[src/rtl/dvs_ravens_pkg.sv]
// Shared DVS sensor geometry, timestamp width and the event word carried through the queue.
package dvs_ravens_pkg;

  localparam int unsigned DVS_X_ADDR_BITS   = 9;
  localparam int unsigned DVS_Y_ADDR_BITS   = 9;
  localparam int unsigned TIMESTAMP_US_BITS = 32;
  localparam int unsigned DVS_WIDTH_PXLS    = 346;
  localparam int unsigned DVS_HEIGHT_PXLS   = 260;

  typedef struct packed {
    logic [DVS_X_ADDR_BITS-1:0]   x;
    logic [DVS_Y_ADDR_BITS-1:0]   y;
    logic [TIMESTAMP_US_BITS-1:0] timestamp;
    logic                         polarity;
  } dvs_event_t;

  // True when the address lies on the pixel array.
  function automatic logic dvs_in_range(logic [DVS_X_ADDR_BITS-1:0] x,
                                        logic [DVS_Y_ADDR_BITS-1:0] y);
    return (32'(x) < DVS_WIDTH_PXLS) && (32'(y) < DVS_HEIGHT_PXLS);
  endfunction

endpackage

[src/rtl/dvs_sync_fifo.sv]
// Single-clock first-word-fall-through FIFO with registered storage, generic over word type.
module dvs_sync_fifo #(
  parameter type         word_t = logic [7:0],
  parameter int unsigned Depth  = 16
) (
  input  logic                     clk,
  input  logic                     rst_n,
  input  logic                     push,
  input  word_t                    wdata,
  input  logic                     pop,
  output word_t                    rdata,
  output logic                     full,
  output logic                     empty,
  output logic [$clog2(Depth):0]   count
);

  localparam int unsigned AW = $clog2(Depth);

  logic [AW-1:0] wr_ptr_q, rd_ptr_q;
  logic [AW:0]   count_q;
  word_t         mem_q [Depth];
  logic          do_push, do_pop;

  assign empty   = (count_q == '0);
  assign full    = (count_q == (AW+1)'(Depth));
  assign do_pop  = pop && !empty;
  // A full queue still takes a write when the head leaves on the same edge.
  assign do_push = push && (!full || do_pop);

  always_ff @(posedge clk or negedge rst_n) begin
    if (!rst_n) begin
      wr_ptr_q <= '0;
      rd_ptr_q <= '0;
      count_q  <= '0;
    end else begin
      if (do_push) wr_ptr_q <= wr_ptr_q + 1'b1;
      if (do_pop)  rd_ptr_q <= rd_ptr_q + 1'b1;
      if (do_push && !do_pop) begin
        count_q <= count_q + 1'b1;
      end else if (do_pop && !do_push) begin
        count_q <= count_q - 1'b1;
      end
    end
  end

  always_ff @(posedge clk) begin
    if (do_push) mem_q[wr_ptr_q] <= wdata;
  end

  // Masking on empty makes the head read as zero straight out of reset.
  assign rdata = empty ? '0 : mem_q[rd_ptr_q];
  assign count = count_q;

endmodule

[src/rtl/dvs_event_fifo.sv]
// DVS event queue: range-checks incoming events, buffers them and tracks drops.
module dvs_event_fifo import dvs_ravens_pkg::*; #(
  parameter int unsigned FIFO_DEPTH    = 16,
  parameter int unsigned DROP_CNT_BITS = 16
) (
  input  logic                           clk,
  input  logic                           rst_n,
  input  logic [DVS_X_ADDR_BITS-1:0]     event_x,
  input  logic [DVS_Y_ADDR_BITS-1:0]     event_y,
  input  logic [TIMESTAMP_US_BITS-1:0]   event_timestamp,
  input  logic                           event_polarity,
  input  logic                           new_event,
  output logic [DVS_X_ADDR_BITS-1:0]     out_x,
  output logic [DVS_Y_ADDR_BITS-1:0]     out_y,
  output logic [TIMESTAMP_US_BITS-1:0]   out_timestamp,
  output logic                           out_polarity,
  output logic                           out_valid,
  input  logic                           out_ready,
  output logic [$clog2(FIFO_DEPTH):0]    fill_level,
  output logic                           overflow,
  input  logic                           clear_overflow,
  output logic [DROP_CNT_BITS-1:0]       drop_count
);

  dvs_event_t                 wr_event, head;
  logic                       full, empty, pop, in_range, push_req, drop_full, drop;
  logic                       overflow_q;
  logic [DROP_CNT_BITS-1:0]   drop_cnt_q;

  assign wr_event  = '{x: event_x, y: event_y, timestamp: event_timestamp,
                       polarity: event_polarity};
  assign in_range  = dvs_in_range(event_x, event_y);
  assign pop       = !empty && out_ready;
  assign push_req  = new_event && in_range;
  assign drop_full = push_req && full && !pop;
  assign drop      = (new_event && !in_range) || drop_full;

  dvs_sync_fifo #(
    .word_t (dvs_event_t),
    .Depth  (FIFO_DEPTH)
  ) u_fifo (
    .clk   (clk),
    .rst_n (rst_n),
    .push  (push_req),
    .wdata (wr_event),
    .pop   (pop),
    .rdata (head),
    .full  (full),
    .empty (empty),
    .count (fill_level)
  );

  always_ff @(posedge clk or negedge rst_n) begin
    if (!rst_n) begin
      overflow_q <= 1'b0;
      drop_cnt_q <= '0;
    end else if (clear_overflow) begin
      overflow_q <= 1'b0;
      drop_cnt_q <= '0;
    end else begin
      if (drop_full) overflow_q <= 1'b1;
      if (drop && (drop_cnt_q != '1)) drop_cnt_q <= drop_cnt_q + 1'b1;
    end
  end

  assign out_valid     = !empty;
  assign out_x         = head.x;
  assign out_y         = head.y;
  assign out_timestamp = head.timestamp;
  assign out_polarity  = head.polarity;
  assign overflow      = overflow_q;
  assign drop_count    = drop_cnt_q;

endmodule

[config.mk]
export PLATFORM = sky130hd
export DESIGN_NAME = dvs_event_fifo
export DESIGN_NICKNAME = d
export VERILOG_FILES = /design/src/rtl/dvs_ravens_pkg.sv /design/src/rtl/dvs_sync_fifo.sv /design/src/rtl/dvs_event_fifo.sv
export SDC_FILE = /design/constraint.sdc
export NUM_CORES = 1
export LEC_CHECK = 0
export ABC_CLOCK_PERIOD_IN_PS = 13300
export BUFFER_PORTS_ARGS = -buffer_cell sky130_fd_sc_hd__buf_2
export CORE_AREA = 2 2 228 230
export DETAILED_ROUTE_END_ITERATION = 16
export DIE_AREA = 0 0 230 232
export PLACE_DENSITY_LB_ADDON = 0.3
export RECOVER_POWER = 100
export REMOVE_ABC_BUFFERS = 1
export SLEW_MARGIN = 10
export SYNTH_ARGS = -nofsm -noshare
export SYNTH_HDL_FRONTEND = slang
export SYNTH_SLANG_ARGS = --single-unit
export TNS_END_PERCENT = 5
[constraint.sdc]
create_clock -name clk -period 13.3 [get_ports clk]
set_clock_uncertainty 0.15 [all_clocks]
set_input_delay 1.33 -clock clk [delete_from_list [all_inputs] [get_ports clk]]
set_output_delay 1.33 -clock clk [all_outputs]
set_load 0.05 [all_outputs]
-- Word-level counts from Yosys, hierarchy flattened
Memory sizes are Yosys's and may differ from the RTL's.
Cells that the tools add are included.
- bits in registers: 30
- memories: 1
- word-level logic and storage cells: 47
- RAM bits: 816
- input port bits: 56
- output and inout bits: 74
- bits in latches: 0
- ROM bits: 0
- reduce and logical (&&, ||, !) cells: 23
- multiplexer cells: 9
- bitwise gates (word level): 0
- divide/modulo/power cells: 0
- $lt $le $gt $ge: 2
- $add $sub $neg: 5
- shifts and indexed selects: 0
- multipliers: 0
- equal/unequal tests: 2
- memories (name ; depth ; bits a word ; read ports ; clocked after Yosys merged registers in ; write ports ; line ; text):
    u_fifo.mem_q ; 16 ; 51 ; 1 ; 0 ; 1 ; dvs_sync_fifo.sv:21 ; word_t mem_q [Depth];
- operators with widths (kind ; number):
    51-bit 2-to-1 mux ; 1
    16-bit 2-to-1 mux ; 2
    9-bit less-than comparator, second input constant ; 2
    16-bit by 1-bit adder with 16-bit output, second input constant ; 1
    16-bit inequality test, second input constant ; 1
    1-bit logical AND ; 11
    5-bit 2-to-1 mux ; 2
    4-bit by 1-bit adder with 4-bit output, second input constant ; 2
    1-bit zero test ; 6
    2-bit nonzero test ; 3
    5-bit by 1-bit adder with 5-bit output, second input constant ; 1
    5-bit == test, second input constant ; 1
    5-bit zero test ; 1
    5-bit by 1-bit subtractor with 5-bit output, second input constant ; 1
    1-bit 2-to-1 mux ; 4
    1-bit logical OR ; 2

-- Longest topological paths before layout
- depth after elaboration: 10
- depth in mapped cells: 12
- depth with buffers taken out: 11

-- Modules after synthesis
Synthesis repeated with hierarchy kept, for this count alone.
- cells, all modules: 1684
- area total of the unflattened synthesis: 32971.6 sq um
- by module, submodules not included (module ; instances ; cells each ; sequential area each (sq um) ; area an instance (sq um)):
    dvs_sync_fifo ; 1 ; 1569 ; 24828.8 ; 31873.1
    dvs_event_fifo ; 1 ; 115 ; 425.4 ; 1098.6

-- Worst setup path before layout
Ideal clock, no wire load.
- path kind: input -> register
- start point: in event_y[7]
- end point: mem u_fifo.mem_q[3][0] (netlist bit) (enable)
- arrival time: 6238 ps
- required time: 12628 ps
- buffers on the path: 0
- setup time: 522 ps
- path slack: 6390 ps
- stages: 5
- cell sequence: or4_1 o31a_1 nor4b_4 nand2_1 nor3_1
- cells in the longest elaborated chain, start to end: 6
- ends and longest elaborated chain (what ; line ; text):
    start, declared ; dvs_event_fifo.sv:9 ; input logic [DVS_Y_ADDR_BITS-1:0] event_y,
    9-bit less-than comparator ; dvs_ravens_pkg.sv:20 ; return (32'(x) < DVS_WIDTH_PXLS) && (32'(y) < DVS_HEIGHT_PXLS);
    1-bit logical AND ; dvs_ravens_pkg.sv:20 ;
    1-bit logical AND ; dvs_event_fifo.sv:34 ; assign push_req = new_event && in_range;
    1-bit logical AND ; dvs_sync_fifo.sv:28 ; assign do_push = push && (!full || do_pop);
    net u_fifo.do_push ; dvs_sync_fifo.sv:22 ; logic do_push, do_pop;
    1-bit 2-to-1 mux ; dvs_sync_fifo.sv:47 ; if (do_push) mem_q[wr_ptr_q] <= wdata;
    1-bit 2-to-1 mux (implied by the code) ; dvs_sync_fifo.sv:47 ;
    end, declared ; dvs_sync_fifo.sv:21 ;
The timed path passes the listed nets, and every way through them passes these cells.

-- Worst setup path after layout
- start point: reg u_fifo.rd_ptr_q[1]
- end point: out out_timestamp[29]
- cells in the longest elaborated chain, start to end: 2
- ends and longest elaborated chain (what ; line ; text):
    start, declared ; dvs_sync_fifo.sv:19 ; logic [AW-1:0] wr_ptr_q, rd_ptr_q;
    start signal, assigned ; dvs_sync_fifo.sv:37 ; if (do_pop) rd_ptr_q <= rd_ptr_q + 1'b1;
    memory read 16 x 51 bit ; -- ;
    51-bit 2-to-1 mux ; dvs_sync_fifo.sv:51 ; assign rdata = empty ? '0 : mem_q[rd_ptr_q];
    end, declared ; dvs_event_fifo.sv:15 ; output logic [TIMESTAMP_US_BITS-1:0] out_timestamp,
Every way passes these cells.

==> impl_metrics.env <==
export IMPL_outcome="finished with violations"
export IMPL_violations="max-capacitance violations, max-slew violations"
export IMPL_post_cts_buffers=0
export IMPL_drive_above_1_share_pct=26.1
export IMPL_holdWs_ps=369
export IMPL_clk_pin_slew_ps=60
export IMPL_final_area_sq_um=36600
export IMPL_die_h_um=232
export IMPL_cts_buffer_depth=3
export IMPL_cts_sinks=846
export IMPL_place_area_sq_um=34200
export IMPL_cts_buffers=83
export IMPL_cp_data_arrival_time_ps=7760
export IMPL_tightest_slew_ps=4500
export IMPL_setup_violations=0
export IMPL_p_seq_share_pct=39.4
export IMPL_cap_viol_max_count=33
export IMPL_grt_total_usage_pct=28.1
export IMPL_holdCritStartpoint="u_fifo.count[4]$_DFFE_PN0P_"
export IMPL_pwr_density_cell_nw_per_um2=221
export IMPL_post_place_ws_ps=8040
export IMPL_die_w_um=230
export IMPL_fin_crit_ps=9240
export IMPL_core_sq_um=50900
export IMPL_htreeDepth=3
export IMPL_yosysSeqAreaShare_pct=77.4
export IMPL_worstHoldEndpoint="u_fifo.count[4]$_DFFE_PN0P_"
export IMPL_synth_seq_cells=846
export IMPL_yosys_top_cells_area="edfxtp_1 75%, mux4_2 18%, dfrtp_1 2.3%"
export IMPL_fin_crit_sh_pct=69.5
export IMPL_routed_wl_um=72500
export IMPL_drc=0
export IMPL_dieArea_sq_um=53400
export IMPL_finalHoldViolCount=0
export IMPL_setup_tns_ps=0
export IMPL_row_count=83
export IMPL_dpl_hpwl_um=35900
export IMPL_ctsResizeCount=0
export IMPL_comb_power_share_pct=31.4
export IMPL_finalWorstSetupSlack_ps=4060
export IMPL_initialDrtViolationCount=1843
export IMPL_maxSlewViolCount=971
export IMPL_maxSlewHeadroom_pct=-200
export IMPL_postCtsHoldBufs=0
export IMPL_final_antenna_net_count=0
export IMPL_cp_max_fo=73
export IMPL_netlist_instances=1385
export IMPL_switching_power_uw=2600
export IMPL_insertion_delay_ps=620
export IMPL_final_common_cell="edfxtp_1"
export IMPL_portBuffers=129
export IMPL_synth_area_leader_cell="edfxtp_1"
export IMPL_cp_required_ps=11820
export IMPL_via_count=15400
export IMPL_avgSynthCellArea_sq_um=23.6
export IMPL_internal_power_uw=5490
export IMPL_first_global_vias=16100
export IMPL_min_path_cells=1
export IMPL_cts_tree="yes"
export IMPL_antenna_found_initial=3
export IMPL_yosys_warnings=0
export IMPL_routed_via_density=6.69
export IMPL_irDropWorstVdd_uv=228
export IMPL_hp_class="reg2reg"
export IMPL_grt_max_degree=129
export IMPL_cp_end_kind="primary output"
export IMPL_fmax_mhz=108
export IMPL_ff2ff_path_depth=6
export IMPL_synth_top_area_share_pct=75.1
export IMPL_power_share_switching_pct=32.2
export IMPL_worst_setup_path_type="reg2out"
export IMPL_regToRegEndpoint="u_fifo.mem_q[13][9]$_DFFE_PP_"
export IMPL_antenna_cells=0
export IMPL_r2r_setup_slack_ps=6290
export IMPL_wl_per_cell_um=31.5
export IMPL_cts_root_buf="clkbuf_16"
export IMPL_rsz0062_at_grt="no"
export IMPL_final_nets=1621
export IMPL_final_core_util_pct=71.9
export IMPL_overflow=0
export IMPL_io_pins=130
export IMPL_p_leak_uw=0.0114
export IMPL_initial_utilization_pct=64.1
export IMPL_most_common_layout_cells="816 x edfxtp_1, 255 x mux4_2, 138 x clkbuf_1, 89 x clkbuf_16, 33 x buf_2"
export IMPL_fill_cells=2862
export IMPL_gp_congestion=0.785
export IMPL_firstDrtPassIters=5
export IMPL_grt_first_pass_wirelength_um=108000
export IMPL_timing_rr_start="u_fifo.count[0]$_DFFE_PN0P_"
export IMPL_syn_area_sq_um=32600
export IMPL_setup_worst_path_start_class="flop"
export IMPL_area_growth_pct=12.1
export IMPL_p_clk_share_pct=29.2
export IMPL_synth_cell_type_count=40
-- layout make-up --
| cell class | instances | area, sq um | area share [%] |
|---|---|---|---|
| tap | 680 | 851 | 2.32 |
| inverter | 8 | 30.0 | 0.0820 |
| timing repair buffer | 158 | 666 | 1.82 |
| clock buffer | 111 | 2350 | 6.42 |
| multi-input combinational | 457 | 7040 | 19.2 |
| sequential | 846 | 25300 | 69.0 |
| clock inverter | 43 | 403 | 1.10 |
-- cells by family after synthesis --
family,after synthesis,share of synthesized area [%]
AOI/OAI and AO/OA,46,0.820
adders and majority gates,11,0.445
muxes,259,17.7
DFF,846,77.4
buffers and inverters,82,1.01
and+or+nand+nor,130,2.33
xor gates and xnor gates,11,0.295
-- worst max path at each step --
| stage | to | start | slack, ps | cells after the start |
|---|---|---|---|---|
| 6_report | out_timestamp[29] | u_fifo.rd_ptr_q[1]$_DFFE_PN0P_ | 4060 | 6 |
| 3_5_place_dp | u_fifo.mem_q[13][33]$_DFFE_PP_ | event_y[7] | 8040 | 7 |
| 2_1_floorplan | out_polarity | u_fifo.rd_ptr_q[0]$_DFFE_PN0P_ | 2550 | 3 |
| 4_1_cts | out_timestamp[29] | u_fifo.rd_ptr_q[1]$_DFFE_PN0P_ | 7400 | 6 |
| 5_1_grt | out_timestamp[29] | u_fifo.rd_ptr_q[1]$_DFFE_PN0P_ | 3760 | 6 |
| 3_3_place_gp | out_timestamp[29] | u_fifo.rd_ptr_q[1]$_DFFE_PN0P_ | 8100 | 6 |
-- metal layers --
layer | GRT usage (%) | vias up | part of all wire [%] | wire (um)
li1 | - | 6225 | - | -
met1 | 38.9 | 8197 | 38 | 27300
met2 | 46.8 | 866 | 52 | 37400
met3 | 5.00 | 121 | 8.1 | 5900
met4 | 8.99 | 6 | 2.6 | 1870
met5 | 0 | - | 0.055 | 40
-- per-stage QoR --
step	power [uW]	cells
3_3_place_gp	5750	2149
3_5_place_dp	5780	2149
6_report	8090	2303
4_1_cts	8160	2303
2_1_floorplan	5510	1311
5_1_grt	8360	2303
-- synthesized netlist by cell type, drive strengths merged --
| master | instances |
|---|---|
| o2111ai | 2 |
| mux2 | 4 |
| fa | 1 |
| edfxtp | 816 |
| nand4 | 5 |
| nor3 | 5 |
| o41ai | 1 |
| xnor2 | 8 |
| a21o | 2 |
| nor4 | 2 |
| buf | 27 |
| a31oi | 1 |
| and2 | 51 |
| clkbuf | 47 |
| mux4 | 255 |
| o31ai | 4 |
| nor2b | 2 |
| nor3b | 2 |
| xor2 | 3 |
| nor2 | 22 |
| o21ai | 16 |
| or2 | 3 |
| or4 | 6 |
| inv | 8 |
| or3 | 10 |
| ha | 10 |
| o31a | 1 |
| dfrtp | 30 |
| a21oi | 16 |
| o22ai | 1 |
| or3b | 1 |
| o21bai | 1 |
| nand3 | 6 |
| a211oi | 1 |
| nand2 | 12 |
| nor4b | 1 |
| nand2b | 2 |
-- state kept, by name, summed over array words and instances, names as in the netlist --
register	cells
u_fifo.mem_q	816
u_fifo.count	5
u_fifo.wr_ptr_q	4
overflow	1
u_fifo.rd_ptr_q	4
drop_count	16
-- critical path, cell delays in order, from the launching register on --
cell and delay (ps):
dfrtp_1 1310, buf_4 730, clkbuf_1 3200, mux4_2 820, mux4_2 290, and2_1 140, clkbuf_1 500
-- power by group through the flow --
| stage | Sequential, uW | Combinational [uW] | Clock [uW] |
|---|---|---|---|
| CTS | 3190 | 2580 | 2390 |
| global route | 3200 | 2670 | 2480 |
| floorplan | 3420 | 2090 | 0 |
| detailed placement | 3240 | 2540 | 0 |
| global placement | 3230 | 2520 | 0 |
| finish | 3190 | 2540 | 2360 |
Note: power is estimated with default switching activity, not from simulation.
